[config.mk]
export PLATFORM = sky130hd
export DESIGN_NAME = ysyx_23060111_ctrl
export DESIGN_NICKNAME = d
export VERILOG_FILES = /design/src/rtl/ysyx_23060111_pkg.sv /design/src/rtl/ysyx_23060111_ctrl_wdog.sv /design/src/rtl/ysyx_23060111_ctrl.sv
export SDC_FILE = /design/constraint.sdc
export NUM_CORES = 1
export LEC_CHECK = 0
export ABC_AREA = 1
export CAP_MARGIN = 5
export CORE_ASPECT_RATIO = 1.2
export CORE_MARGIN = 2
export CORE_UTILIZATION = 41
export CTS_BUF_LIST = sky130_fd_sc_hd__clkbuf_4 sky130_fd_sc_hd__clkbuf_8
export CTS_CLUSTER_DIAMETER = 120
export DETAILED_ROUTE_END_ITERATION = 7
export GPL_TIMING_DRIVEN = 0
export PLACE_DENSITY = 0.79
export SKIP_CTS_REPAIR_TIMING = 1
export SLEW_MARGIN = 40
export SYNTH_ARGS = -nofsm -noshare
export SYNTH_HDL_FRONTEND = slang
export SYNTH_HIERARCHICAL = 1
export SYNTH_SLANG_ARGS = --single-unit
[constraint.sdc]
create_clock -name clk -period 2.5 [get_ports clk]
set_input_delay 0.5 -clock clk [delete_from_list [all_inputs] [get_ports clk]]
set_output_delay 0.5 -clock clk [all_outputs]
set_load 0.02 [all_outputs]
[src/rtl/ysyx_23060111_pkg.sv]
`default_nettype none
// ============================================================================
//  Module   : ysyx_23060111_pkg
//  Purpose  : Shared definitions for the multi-cycle core controller:
//             sequencer state encoding, RV32 opcode constants used for
//             decode inside the controller, the EBREAK encoding and small
//             decode helpers.
//  Ports    : none (package)
//  Revision : 1.0  initial release
// ============================================================================
package ysyx_23060111_pkg;

    // Sequencer state type and encoding. Values are fixed so that waveforms
    // and any external debug tap see a stable numbering.
    typedef logic [3:0] state_t;

    localparam logic [3:0] c_ST_IDLE       = 4'd0;
    localparam logic [3:0] c_ST_FETCH_REQ  = 4'd1;
    localparam logic [3:0] c_ST_FETCH_WAIT = 4'd2;
    localparam logic [3:0] c_ST_EXEC       = 4'd3;
    localparam logic [3:0] c_ST_MEM_REQ    = 4'd4;
    localparam logic [3:0] c_ST_MEM_WAIT   = 4'd5;
    localparam logic [3:0] c_ST_WB         = 4'd6;
    localparam logic [3:0] c_ST_HALT       = 4'd7;
    localparam logic [3:0] c_ST_ERR        = 4'd8;

    // Major opcodes the controller must recognise.
    localparam logic [6:0] c_OPC_LOAD   = 7'b000_0011;
    localparam logic [6:0] c_OPC_STORE  = 7'b010_0011;
    localparam logic [6:0] c_OPC_BRANCH = 7'b110_0011;

    // Full-word encoding of ebreak.
    localparam logic [31:0] c_INST_EBREAK = 32'h0010_0073;

    // Loads and stores need a data-memory transaction before write-back.
    function automatic logic is_mem_op(input logic [6:0] opcode);
        return (opcode == c_OPC_LOAD) || (opcode == c_OPC_STORE);
    endfunction

    // Stores and branches have no destination register; rd == x0 is
    // architecturally discarded, so no write strobe is raised either.
    function automatic logic writes_rd(input logic [6:0] opcode,
                                       input logic [4:0] rd);
        return (opcode != c_OPC_STORE) && (opcode != c_OPC_BRANCH) &&
               (rd != 5'd0);
    endfunction

endpackage : ysyx_23060111_pkg
`default_nettype wire

[src/rtl/ysyx_23060111_ctrl_wdog.sv]
`default_nettype none
// ============================================================================
//  Module   : ysyx_23060111_ctrl_wdog
//  Purpose  : Bus-wait watchdog. A 16-bit counter that tracks how many
//             consecutive cycles the sequencer has spent in one wait state.
//             'expired' rises during the TIMEOUT-th such cycle so that the
//             sequencer leaves for ERR on the edge that completes it.
//  Ports    : clk      - system clock
//             rst_n    - asynchronous active-low reset
//             clr      - restart count (state change or not waiting)
//             en       - currently in a wait state
//             expired  - wait budget exhausted in this cycle
//  Params   : TIMEOUT  - cycles allowed per wait state, 1..65535
//  Revision : 1.0  initial release
// ============================================================================
module ysyx_23060111_ctrl_wdog #(
    parameter int unsigned TIMEOUT = 255
) (
    input  logic clk,
    input  logic rst_n,
    input  logic clr,
    input  logic en,
    output logic expired
);

    // cnt_q holds the number of already completed cycles in the current
    // wait state, so the cycle with cnt_q == TIMEOUT-1 is the last one.
    localparam logic [15:0] c_LAST = 16'(TIMEOUT - 1);

    logic [15:0] cnt_q;
    logic [15:0] cnt_d;

    always_comb begin
        cnt_d = cnt_q;
        if (clr) begin
            cnt_d = 16'd0;
        end else if (en) begin
            cnt_d = cnt_q + 16'd1;
        end
    end

    always_ff @(posedge clk or negedge rst_n) begin
        if (!rst_n) begin
            cnt_q <= 16'd0;
        end else begin
            cnt_q <= cnt_d;
        end
    end

    assign expired = en && (cnt_q == c_LAST);

endmodule : ysyx_23060111_ctrl_wdog
`default_nettype wire

[src/rtl/ysyx_23060111_ctrl.sv]
`default_nettype none
// ============================================================================
//  Module   : ysyx_23060111_ctrl
//  Purpose  : Multi-cycle sequencer for the core datapath. Owns the PC,
//             fetches one instruction at a time over a valid/ready port,
//             holds it stable for the combinational IDU/EXU, issues a
//             load/store request when needed, strobes the register-file
//             write and commits dnpc once per instruction. Provides sticky
//             halt (ebreak) and err (bus timeout / misaligned next PC).
//  Ports    : clk, rst_n                      clock, async active-low reset
//             ifu_req_valid/addr/ready        fetch request channel
//             ifu_rsp_valid/inst/ready        fetch response channel
//             inst, pc                        latched instruction, current PC
//             exu_dnpc                        next PC from EXU
//             lsu_req_valid/ready, lsu_rsp_valid  data-memory handshake
//             rf_wen                          one-cycle write-back strobe
//             halt, err                       sticky terminal status
//             cycle_cnt, instret_cnt          (YSYX_23060111_PERF_EN only)
//  Params   : RESET_PC  PC loaded on reset
//             TIMEOUT   max cycles in any wait state (1..65535)
//  Config   : `define YSYX_23060111_PERF_EN to add 64-bit cycle and
//             retired-instruction counters.
//  Revision : 1.0  initial release
// ============================================================================
module ysyx_23060111_ctrl
    import ysyx_23060111_pkg::*;
#(
    parameter logic [31:0] RESET_PC = 32'h8000_0000,
    parameter int unsigned TIMEOUT  = 255
) (
    input  logic        clk,
    input  logic        rst_n,
    // instruction fetch
    output logic        ifu_req_valid,
    output logic [31:0] ifu_req_addr,
    input  logic        ifu_req_ready,
    input  logic        ifu_rsp_valid,
    input  logic [31:0] ifu_rsp_inst,
    output logic        ifu_rsp_ready,
    // decode / execute
    output logic [31:0] inst,
    output logic [31:0] pc,
    input  logic [31:0] exu_dnpc,
    // load / store
    output logic        lsu_req_valid,
    input  logic        lsu_req_ready,
    input  logic        lsu_rsp_valid,
    // write-back and status
    output logic        rf_wen,
    output logic        halt,
    output logic        err
`ifdef YSYX_23060111_PERF_EN
    ,
    output logic [63:0] cycle_cnt,
    output logic [63:0] instret_cnt
`endif
);

    state_t      state_q;
    state_t      state_d;
    logic [31:0] pc_q;
    logic [31:0] inst_q;
    logic        halt_q;
    logic        err_q;

    logic        w_wait_state;
    logic        w_wdog_clr;
    logic        w_expired;
    logic        w_dnpc_aligned;
    logic        w_is_ebreak;
    logic        w_is_mem;
    logic        w_writes_rd;
    logic        w_commit;

    // ------------------------------------------------------------------
    // Decode of the latched instruction
    // ------------------------------------------------------------------
    assign w_is_ebreak    = (inst_q == c_INST_EBREAK);
    assign w_is_mem       = is_mem_op(inst_q[6:0]);
    assign w_writes_rd    = writes_rd(inst_q[6:0], inst_q[11:7]);
    assign w_dnpc_aligned = (exu_dnpc[1:0] == 2'b00);

    // An instruction commits only from WB with a word-aligned next PC;
    // a misaligned target aborts to ERR with nothing architecturally updated.
    assign w_commit = (state_q == c_ST_WB) && w_dnpc_aligned;

    // ------------------------------------------------------------------
    // Watchdog: counts only while waiting on a bus handshake and restarts
    // whenever the state changes, so each wait state gets its own budget.
    // ------------------------------------------------------------------
    assign w_wait_state = (state_q == c_ST_FETCH_REQ)  ||
                          (state_q == c_ST_FETCH_WAIT) ||
                          (state_q == c_ST_MEM_REQ)    ||
                          (state_q == c_ST_MEM_WAIT);
    assign w_wdog_clr   = (state_d != state_q) || !w_wait_state;

    ysyx_23060111_ctrl_wdog #(
        .TIMEOUT (TIMEOUT)
    ) u_wdog (
        .clk     (clk),
        .rst_n   (rst_n),
        .clr     (w_wdog_clr),
        .en      (w_wait_state),
        .expired (w_expired)
    );

    // ------------------------------------------------------------------
    // Next-state logic. A handshake completing in the same cycle as the
    // watchdog expiry takes priority, so a transfer is never lost.
    // ------------------------------------------------------------------
    always_comb begin
        state_d = state_q;
        case (state_q)
            c_ST_IDLE: begin
                state_d = c_ST_FETCH_REQ;
            end
            c_ST_FETCH_REQ: begin
                if (ifu_req_ready) begin
                    state_d = c_ST_FETCH_WAIT;
                end else if (w_expired) begin
                    state_d = c_ST_ERR;
                end
            end
            c_ST_FETCH_WAIT: begin
                // The response is only looked at from here, so one that
                // arrives alongside request acceptance is ignored.
                if (ifu_rsp_valid) begin
                    state_d = c_ST_EXEC;
                end else if (w_expired) begin
                    state_d = c_ST_ERR;
                end
            end
            c_ST_EXEC: begin
                if (w_is_ebreak) begin
                    state_d = c_ST_HALT;
                end else if (w_is_mem) begin
                    state_d = c_ST_MEM_REQ;
                end else begin
                    state_d = c_ST_WB;
                end
            end
            c_ST_MEM_REQ: begin
                if (lsu_req_ready) begin
                    state_d = c_ST_MEM_WAIT;
                end else if (w_expired) begin
                    state_d = c_ST_ERR;
                end
            end
            c_ST_MEM_WAIT: begin
                if (lsu_rsp_valid) begin
                    state_d = c_ST_WB;
                end else if (w_expired) begin
                    state_d = c_ST_ERR;
                end
            end
            c_ST_WB: begin
                state_d = w_dnpc_aligned ? c_ST_FETCH_REQ : c_ST_ERR;
            end
            c_ST_HALT: begin
                state_d = c_ST_HALT;
            end
            c_ST_ERR: begin
                state_d = c_ST_ERR;
            end
            default: begin
                // Unreachable encodings are treated as a fault.
                state_d = c_ST_ERR;
            end
        endcase
    end

    // ------------------------------------------------------------------
    // State, PC, instruction latch and sticky status
    // ------------------------------------------------------------------
    always_ff @(posedge clk or negedge rst_n) begin
        if (!rst_n) begin
            state_q <= c_ST_IDLE;
            pc_q    <= RESET_PC;
            inst_q  <= 32'd0;
            halt_q  <= 1'b0;
            err_q   <= 1'b0;
        end else begin
            state_q <= state_d;
            if ((state_q == c_ST_FETCH_WAIT) && ifu_rsp_valid) begin
                inst_q <= ifu_rsp_inst;
            end
            if (w_commit) begin
                pc_q <= exu_dnpc;
            end
            if (state_d == c_ST_HALT) begin
                halt_q <= 1'b1;
            end
            if (state_d == c_ST_ERR) begin
                err_q <= 1'b1;
            end
        end
    end

    // ------------------------------------------------------------------
    // Outputs. All request valids are pure state decodes, which keeps
    // them held until the handshake and forces them low in HALT/ERR.
    // ------------------------------------------------------------------
    assign ifu_req_valid = (state_q == c_ST_FETCH_REQ);
    assign ifu_req_addr  = pc_q;
    assign ifu_rsp_ready = (state_q == c_ST_FETCH_WAIT);
    assign lsu_req_valid = (state_q == c_ST_MEM_REQ);
    assign rf_wen        = w_commit && w_writes_rd;
    assign inst          = inst_q;
    assign pc            = pc_q;
    assign halt          = halt_q;
    assign err           = err_q;

`ifdef YSYX_23060111_PERF_EN
    // ------------------------------------------------------------------
    // Performance counters, both free-running modulo 2^64.
    // ------------------------------------------------------------------
    logic [63:0] cycle_cnt_q;
    logic [63:0] instret_cnt_q;

    always_ff @(posedge clk or negedge rst_n) begin
        if (!rst_n) begin
            cycle_cnt_q   <= 64'd0;
            instret_cnt_q <= 64'd0;
        end else begin
            if ((state_q != c_ST_HALT) && (state_q != c_ST_ERR)) begin
                cycle_cnt_q <= cycle_cnt_q + 64'd1;
            end
            if (w_commit) begin
                instret_cnt_q <= instret_cnt_q + 64'd1;
            end
        end
    end

    assign cycle_cnt   = cycle_cnt_q;
    assign instret_cnt = instret_cnt_q;
`endif

endmodule : ysyx_23060111_ctrl
`default_nettype wire

Word-level counts from Yosys, hierarchy flattened
Index checks and enable logic that the tools add are counted.
W data, S select, Z words.
Word-level totals
  flip-flop bits (word level): 86
  bits in latches: 0
  RAM bits: 0
  bits in read-only memories: 0
  input bits: 70
  output and inout port bits: 102
  memories kept: 0
Operators by class
  add/sub/neg operators: 1
  multiply operators: 0
  div/mod/pow operators: 0
  $lt $le $gt $ge: 0
  equality and inequality tests: 16
  shift operators: 0
  muxes and demuxes: 11
  bitwise logic cells: 0
  reduce and logical (&&, ||, !) cells: 16
Operators by type and width (count)
  $eq A32 B21 Y1 const B: 1
  $mux W16: 2
  $pmux W4 S8: 1
  $mux W4: 6
  $eq A4 B3 Y1 const B: 5
  $add A16 B1 Y16 const B: 1
  $eq A16 B8 Y1 const B: 1
  $eq A4 B2 Y1 const B: 2
  $eq A7 B2 Y1 const B: 1
  $eq A7 B6 Y1 const B: 1
  $ne A7 B6 Y1 const B: 1
  $ne A7 B7 Y1 const B: 1
  $logic_and A1 B1 Y1: 6
  $logic_or A1 B1 Y1: 5
  $reduce_bool A5 Y1: 1
  $eq A4 B1 Y1 const B: 1
  $eq A4 B4 Y1 const B: 1
  $logic_not A4 Y1: 1
  $mux W2: 2
  $ne A4 B4 Y1: 1
  $logic_not A2 Y1: 1
  $reduce_bool A2 Y1: 1
  $logic_not A1 Y1: 1

Logic depth before layout (Yosys ltp)
Gate-level depths: netlist of run 1.
  word-level depth: 11
  mapped depth: 27
  gate-level depth less buffers: 26

By module
The synthesis of run 1 kept the hierarchy.
By module, submodules not included
  ysyx_23060111_ctrl: times used 1, cells each 357, area each 3405.8 um^2, seq. area each 1752.9 um^2
  ysyx_23060111_ctrl_wdog: times used 1, cells each 133, area each 968.4 um^2, seq. area each 400.4 um^2

Least setup slack after synthesis of run 1
No wires, ideal clock.
  path kind: register to register
  from: register state_q[0]
  to: register u_wdog.cnt_q[4]
  data arrival time: 2892 ps
  required time: 2374 ps
  setup slack: -518 ps
  stages on the path, launching flop included: 26
  buffers on the path: 1
  clock period less this slack: 3018 ps
  cell sequence: dfrtp_1 -> buf_4 -> inv_1 -> nand2_1 -> nor2_1 -> nor3_1 -> inv_1 -> nand4_1 -> nor2_1 -> inv_1 -> nand2_1 -> nand2_1 -> nand2_1 -> nand2_1 -> inv_1 -> nand2_1 -> nor2_1 -> nand2_1 -> nand2_1 -> nand3_1 -> nor2_4 -> inv_2 -> nand2_2 -> inv_1 -> o21ai_0 -> a21oi_1
Between the ends
  word-level cells in the longest chain between the ends: 11
  elaborated cells on any way between the ends: 23
  those cells by class: eq/ne (8); mux (7); reduce/logical (8)
RTL lines
  from (decl): line ysyx_23060111_ctrl.sv:59  | state_t state_q;
  from (signal assigned): line ysyx_23060111_ctrl.sv:177  | state_q <= c_ST_IDLE;
  from (signal assigned): line ysyx_23060111_ctrl.sv:183  | state_q <= state_d;
  $eq A4 B2 Y1 (*)
  via ifu_rsp_ready: line ysyx_23060111_ctrl.sv:39  | output logic ifu_rsp_ready,
  $logic_or A1 B1 Y1 (*): line ysyx_23060111_ctrl.sv:91  | assign w_wait_state = (state_q == c_ST_FETCH_REQ) ||
  $logic_or A1 B1 Y1 (*): line ysyx_23060111_ctrl.sv:92  | (state_q == c_ST_FETCH_WAIT) ||
  $logic_or A1 B1 Y1 (*): line ysyx_23060111_ctrl.sv:93  | (state_q == c_ST_MEM_REQ) ||
  via w_wait_state: line ysyx_23060111_ctrl.sv:66  | logic w_wait_state;
  $logic_and A1 B1 Y1 (*): line ysyx_23060111_ctrl_wdog.sv:50  | assign expired = en && (cnt_q == c_LAST);
  via w_expired: line ysyx_23060111_ctrl.sv:68  | logic w_expired;
  $mux W4 (*)
  $mux W4 (on tied branches)
  $pmux W4 S8 (*): line ysyx_23060111_ctrl.sv:113  | case (state_q)
  via state_d[0]: line ysyx_23060111_ctrl.sv:60  | state_t state_d;
  $ne A4 B4 Y1 (*): line ysyx_23060111_ctrl.sv:95  | assign w_wdog_clr = (state_d != state_q) || !w_wait_state;
  $logic_or A1 B1 Y1 (*): line ysyx_23060111_ctrl.sv:95
  via w_wdog_clr: line ysyx_23060111_ctrl.sv:67  | logic w_wdog_clr;
  $mux W16 or $reduce_bool A2 Y1 (tied branches)
  to (signal assigned): line ysyx_23060111_ctrl_wdog.sv:46  | cnt_q <= cnt_d;
  to (decl): line ysyx_23060111_ctrl_wdog.sv:30  | logic [15:0] cnt_q;
The timed path passes the listed nets; every way through them passes the cells marked *.
A chain may end at the register's enable or synchronous reset.

Worst setup path after layout of run 1
  from: register state_q[2]
  to: register u_wdog.cnt_q[6]
Between the ends
  word-level cells in the longest chain between the ends: 11
  elaborated cells on any way between the ends: 23
  those cells by class: eq/ne (8); mux (7); reduce/logical (8)
RTL lines (line)
  $eq A4 B1 Y1 or $eq A4 B2 Y1 (tied branches): ysyx_23060111_ctrl.sv:91, ysyx_23060111_ctrl.sv:92
  $logic_or A1 B1 Y1: ysyx_23060111_ctrl.sv:91
  $logic_or A1 B1 Y1: ysyx_23060111_ctrl.sv:92
  $logic_or A1 B1 Y1 (*): ysyx_23060111_ctrl.sv:93
  via w_wait_state: ysyx_23060111_ctrl.sv:66
  $logic_and A1 B1 Y1 (*): ysyx_23060111_ctrl_wdog.sv:50
  via w_expired: ysyx_23060111_ctrl.sv:68
  $mux W4 (*)
  $mux W4 (on tied branches)
  $pmux W4 S8 (*): ysyx_23060111_ctrl.sv:113
  via state_d[0]: ysyx_23060111_ctrl.sv:60
  $ne A4 B4 Y1 (*): ysyx_23060111_ctrl.sv:95
  $logic_or A1 B1 Y1 (*): ysyx_23060111_ctrl.sv:95
  via w_wdog_clr: ysyx_23060111_ctrl.sv:67
  $mux W16 or $reduce_bool A2 Y1 (tied branches)
Marked as above.

==> results of run 1 <==
==> final timing paths <==
| check | from | end | slack (ns) | cells past startpoint |
|---|---|---|---|---|
| setup reg to reg | state_q[2] | u_wdog/cnt_q[6] | -0.34 | 24 |
| min in group clk | err | err | 0.47 | 1 |
| hold reg to reg | err | err | 0.47 | 1 |
| max in group asynchronous | rst_n | inst[26] | 1.85 | 2 |
| hold / removal | rst_n | ifu_req_addr[13] | 0.1 | 1 |
| setup / recovery | state_q[2] | u_wdog/cnt_q[6] | -0.34 | 24 |
==> metrics by stage <==
step	total power, uW	cell area [um^2]
2_1_floorplan	1420	4410
5_1_grt	2730	6840
3_5_place_dp	1560	6300
6_report	2640	6840
3_3_place_gp	1560	6280
4_1_cts	2660	6530
==> cell usage after synthesis, types with 4 or more instances <==
library cell	n
a21oi_1	5
buf_4	34
dfrtp_1	85
inv_1	43
mux2_4	27
nand2_1	140
nand3_1	21
nand4_1	8
nor2_1	59
nor2_2	4
nor2_4	6
nor3_1	5
o21ai_0	22
==> state kept, by name (all words and copies together), names as in the netlist <==
name	cells
err	1
inst	32
u_wdog/cnt_q	16
halt	1
ifu_req_addr	32
state_q	4
==> critical path, stage by stage, from the launching register on <==
cell	delay, ns
dfrtp_1	0.44
inv_2	0.11
nand2_2	0.09
nor2_4	0.16
nor3_4	0.07
inv_2	0.11
nand4_1	0.15
nor2_4	0.16
inv_2	0.07
nand2_2	0.07
nand2_1	0.05
nand2_1	0.05
nand2_1	0.05
inv_1	0.05
nand2_1	0.06
nor2_2	0.13
nand2_2	0.08
nand2_2	0.09
nand3_4	0.08
nor2_4	0.25
inv_4	0.07
nand2_4	0.10
nor2_4	0.04
o21ai_0	0.15
nor2_1	0.06
==> power by group <==
part	switching [uW]	internal (uW)	total, uW
Sequential	0	1390	1390
Combinational	46.1	98.8	145
Clock	474	627	1100
Total	520	2120	2640
==> area by class of cell <==
class	instances	area, um^2	area share (%)
flip-flops and latches	86	2160	31.5
repair buffers	196	1910	28.0
multi-input cells	315	1870	27.3
plain buffers	43	324	4.74
inverters	46	190	2.78
well taps	129	161	2.36
clock buffers	13	160	2.34
clock inverters	3	68.8	1.01
==> kinds of logic after synthesis <==
logic type / synth area share, %
muxes: 10.0
adders and majority gates: 0.572
AOI/OAI and AO/OA: 3.80
and+or+nand+nor: 25.2
DFF: 49.2
buffers and inverters: 11.2
==> metal layers <==
| metal | track usage [%] | wire [um] | up-vias |
|---|---|---|---|
| met2 | 35.1 | 5920 | 167 |
| met3 | 5.40 | 874 | 32 |
| met1 | 21.7 | 4420 | 1897 |
| li1 | - | - | 1922 |
| met4 | 8.40 | 361 | 0 |
| met5 | 0 | 0 | - |
==> impl_metrics.csv, run 1 <==
group,metric,value,unit
routing,firstDrtPassIters,4,
global_route,grt_first_pass_wirelength,18.0,mm
placed_design,pre_cts_ws,-0.443,ns
floorplan,die-height,117,um
global_route,first_global_vias,3919,
routing,number_of_violations_reported_at_the_end_of_detailed_routing_iteration_0,210,
layout,fillers,839,
synthesis,synth_top_area_cell,"dfrtp_1",
outcome,violations,"negative setup slack",
clock_network,cts-root-to-sink-buffers,2,
timing,grt_setup_unrepaired,"true",
timing,sum_neg_setup_slack,-4.22,ns
placed_design,routabilityCongestion,0.905,
clock_network,cts_sinks,86,
synthesis,netlist_area,4370,um^2
pwr,p_leak,0.00330,uW
routing,routed_wl,11.6,mm
timing,setup_slack,-0.339,ns
floorplan,placementRows,41,
global_route,pin_count_of_the_biggest_net_entering_global_routing,54,
worst_setup_path,timing.critical_path.fanout_max,6,
synthesis,synthCells,490,
layout,most_common_cell_after_layout_fill_and_taps_aside,"clkdlybuf4s50_1",
global_route,groute.usage.overall,19.5,%
global_route,antenna_violations_before_repair,0,
synthesis,synthDominantCellAreaShare,48.6,%
worst_setup_path,cp_capture_type,"flop",
clock_network,tritoncts,"built",
synthesis,synth_nets,562,
pwr,power.density,385,nW/um^2
routing,vias_per_cell,4.84,
synthesis,synth_edf_count,0,
synthesis,synthDistinctLibCells,31,
worst_setup_path,cp.arrival,3.08,ns
floorplan,floorplan.io_pins,172,
synthesis,synth_ff_type,"dfrtp_1",
timing,hold-worst-slack,0.0991,ns
clock_network,clk_root_buffer_cell,"clkbuf_8",
synthesis,sequential_to_total_area_share_from_yosys_stat,49.2,%
layout,finish.net_count,769,
floorplan,design.die.area,11500,um^2
timing,timing.max_slew.rel_slack,67.2,%
layout,area_delta_synth_final,56.4,%
pwr,ir_drop,0.000275,V
synthesis,largest_cells_by_area_after_synthesis,"dfrtp_1 (49%), nand2_1 (12%), mux2_4 (9.3%)",
timing,finalHoldViolCount,0,
synthesis,yosys_warnings,6,
layout,finalCoreUtilization,65.4,%
synthesis,syn-mean-instance-area,8.93,um^2
placed_design,placed_cells,791,
placed_design,dp_hpwl,8.61,mm
floorplan,initial_core_util,41.8,%
global_route,total_overflow_reported_by_the_global_router,0,
timing,worst_clock_skew,0.0147,ns
layout,most_frequent_cells_in_the_layout,"clkdlybuf4s50_1 (169), nand2_1 (128), dfrtp_1 (83)",
clock_network,clk_pin_slew_worst_paths,0.09,ns
routing,detail_route.wl_per_cell,13.9,um
worst_setup_path,timing.critical_path.required,2.74,ns
layout,fin_cells,831,
clock_network,clock_tree.htree_level_count,3,
hold_path,worst_hold_path_type,"input pin to asynchronous set/reset pin",
floorplan,floorplan.core_area,10500,um^2
placed_design,place.port_buffers,171,
timing,tightest_slew,0.492,ns
outcome,outcome,"finished with violations",
layout,drive_gt1_share,24.4,%
clock_network,cts_inserted_buffers,9,
run,max-cap-violations,0,
floorplan,die_x,98.3,um
clock_network,later_pin_clock_latency_in_the_skew_report,0.35,ns
routing,ant_nets,0,
routing,detail_route.drc_violations,0,
layout,num_antenna_cells,0,
timing,setup_violations,16,
worst_setup_path,setup.worst_path.start_class,"flop",
routing,routed-via-count,4018,
worst_setup_path,ws_path_type,"flop to flop",
timing,fmax,0.352,GHz
synthesis,synth.ff_latch_count,86,
timing,final_min_period_over_clock_period,114,%
timing,report.final.slew_viol_count,0,
timing,timing.final.crit_period,2.84,ns
synthesis,async_flop_share,100,%
Note: power is estimated with default switching activity, not from simulation.
==> inputs of run 2 (changes only) <==
CORE_ASPECT_RATIO = 1.5   (was 1.2)
GPL_TIMING_DRIVEN = default   (was 0)
==> run 2 against run 1 <==
Against the previous run:
- the run still ends with negative setup slack left
- flip-flop and latch count did not move
- critical path type unchanged
- highest routed layer unchanged
- clock power shrank 13%
- die area increased by 0.12%
- register-to-register slack gained 0.28 ns
- maximum frequency increased by 11%
- critical endpoint is now u_wdog/cnt_q[10]
- global-route usage is 1.1 points higher
- hold slack improved by 0.0011 ns
==> impl_metrics.csv, run 2 (synthesis gave the netlist of run 1 again) <==
group,metric,value,unit
clock_network,tritoncts,"built",
timing,timing.final.crit_period,2.56,ns
routing,vias_per_cell,4.72,
layout,fillers,882,
global_route,grt_first_pass_wirelength,18.3,mm
global_route,pin_count_of_the_biggest_net_entering_global_routing,48,
worst_setup_path,cp_capture_type,"flop",
placed_design,routabilityCongestion,0.880,
floorplan,die_x,88.3,um
layout,seq_area,2150,um^2
worst_setup_path,timing.critical_path.slowest_stage_cell,"dfrtp_1",
timing,worst_clock_skew,0.0102,ns
clock_network,later_pin_clock_latency_in_the_skew_report,0.37,ns
layout,drive_gt1_share,20.8,%
placed_design,place.port_buffers,171,
layout,most_frequent_cells_in_the_layout,"clkdlybuf4s50_1 (168), nand2_1 (131), dfrtp_1 (85)",
layout,finalCoreUtilization,62.9,%
layout,finish.net_count,744,
floorplan,die-height,131,um
timing,timing.max_slew.rel_slack,60.5,%
layout,fin_cells,821,
routing,detail_route.wl_per_cell,14.3,um
worst_setup_path,setup.worst_path.start_class,"flop",
floorplan,floorplan.io_pins,172,
global_route,groute.usage.overall,20.6,%
timing,report.final.slew_viol_count,0,
floorplan,initial_core_util,41.8,%
hold_path,worst_hold_path_type,"input pin to asynchronous set/reset pin",
global_route,antenna_violations_before_repair,0,
timing,tightest_slew,0.592,ns
routing,routed-via-count,3873,
floorplan,design.die.area,11500,um^2
worst_setup_path,ws_path_type,"flop to flop",
layout,layout.cell_area.non_filler,6590,um^2
timing,grt_setup_unrepaired,"true",
pwr,p_leak,0.00316,uW
clock_network,cts-root-to-sink-buffers,2,
layout,multi_input_area,1830,um^2
worst_setup_path,slowest_stage_delay_cp,0.43,ns
pwr,ir_drop,0.000282,V
timing,hold-worst-slack,0.100,ns
placed_design,placed_cells,801,
outcome,outcome,"finished with violations",
timing,fmax,0.390,GHz
pwr,power.density,379,nW/um^2
timing,setup_violations,10,
worst_setup_path,timing.critical_path.fanout_max,5,
global_route,first_global_vias,3885,
layout,num_antenna_cells,0,
global_route,total_overflow_reported_by_the_global_router,0,
run,max-cap-violations,0,
timing,final_min_period_over_clock_period,103,%
timing,setup_slack,-0.0631,ns
clock_network,cts_sinks,86,
floorplan,floorplan.core_area,10500,um^2
routing,routed_wl,11.8,mm
layout,most_common_cell_after_layout_fill_and_taps_aside,"clkdlybuf4s50_1",
layout,area_delta_synth_final,50.7,%
clock_network,clk_root_buffer_cell,"clkbuf_8",
routing,number_of_violations_reported_at_the_end_of_detailed_routing_iteration_0,150,
routing,firstDrtPassIters,4,
floorplan,placementRows,46,
placed_design,dp_hpwl,8.81,mm
placed_design,post_dp_cell_area,6300,um^2
routing,detail_route.drc_violations,0,
clock_network,clock_tree.htree_level_count,3,
worst_setup_path,crit_top_cell,"nand2_1",
timing,finalHoldViolCount,0,
clock_network,clk_pin_slew_worst_paths,0.09,ns
clock_network,cts_inserted_buffers,9,
worst_setup_path,timing.critical_path.required,2.76,ns
outcome,violations,"negative setup slack",
worst_setup_path,worst-r2r-cell-count,25,
worst_setup_path,cp.arrival,2.83,ns
routing,ant_nets,0,
==> run 2: final timing paths <==
| path | start | end | slack, ns |
|---|---|---|---|
| worst min-delay path | rst_n | ifu_req_addr[11] | 0.10 |
| worst max-delay path | state_q[0] | u_wdog/cnt_q[10] | -0.06 |
| max in group asynchronous | rst_n | state_q[2] | 1.76 |
| min in group clk | halt | halt | 0.47 |
| worst min register to register | halt | halt | 0.47 |
| worst max register to register | state_q[0] | u_wdog/cnt_q[10] | -0.06 |
==> run 2: metal layers <==
layer,part of all wire (%),up-vias,GRT usage (%)
met5,0,-,0
met4,2.6,0,8.65
met3,6.0,22,5.90
met2,54,138,36.8
met1,37,1842,22.5
li1,-,1871,-
==> run 2: stage by stage <==
| stage | TNS, ns | total power, uW | setup WS [ns] |
|---|---|---|---|
| after detailed placement | -0.290 | 1570 | -0.149 |
| after global placement | -0.118 | 1560 | -0.118 |
| after global routing | -3.44 | 2600 | -0.373 |
| after floorplan | -0.631 | 1420 | -0.102 |
| final | -0.288 | 2500 | -0.0631 |
| after CTS | -0.696 | 2530 | -0.282 |
==> run 2: cell type report <==
cell class	instances	area share, %
clock buffers	13	2.52
repair buffers	214	31.2
multi-input cells	315	27.8
well taps	144	2.73
inverters	46	2.75
clock inverters	3	0.380
flip-flops and latches	86	32.7
==> run 2: critical path, delay by kind of cell, from the launching register on <==
kind / cells / cell delay [ns]
buf+inv: 6 / 0.44
simple gates: 19 / 1.58
flops: 1 / 0.43
==> run 2: power breakdown <==
group	total [uW]	switching, uW	leakage [uW]	internal [uW]
clock network	962	517	0.0000975	446
logic	146	47.8	0.00193	98.4
registers	1390	0	0.00113	1390
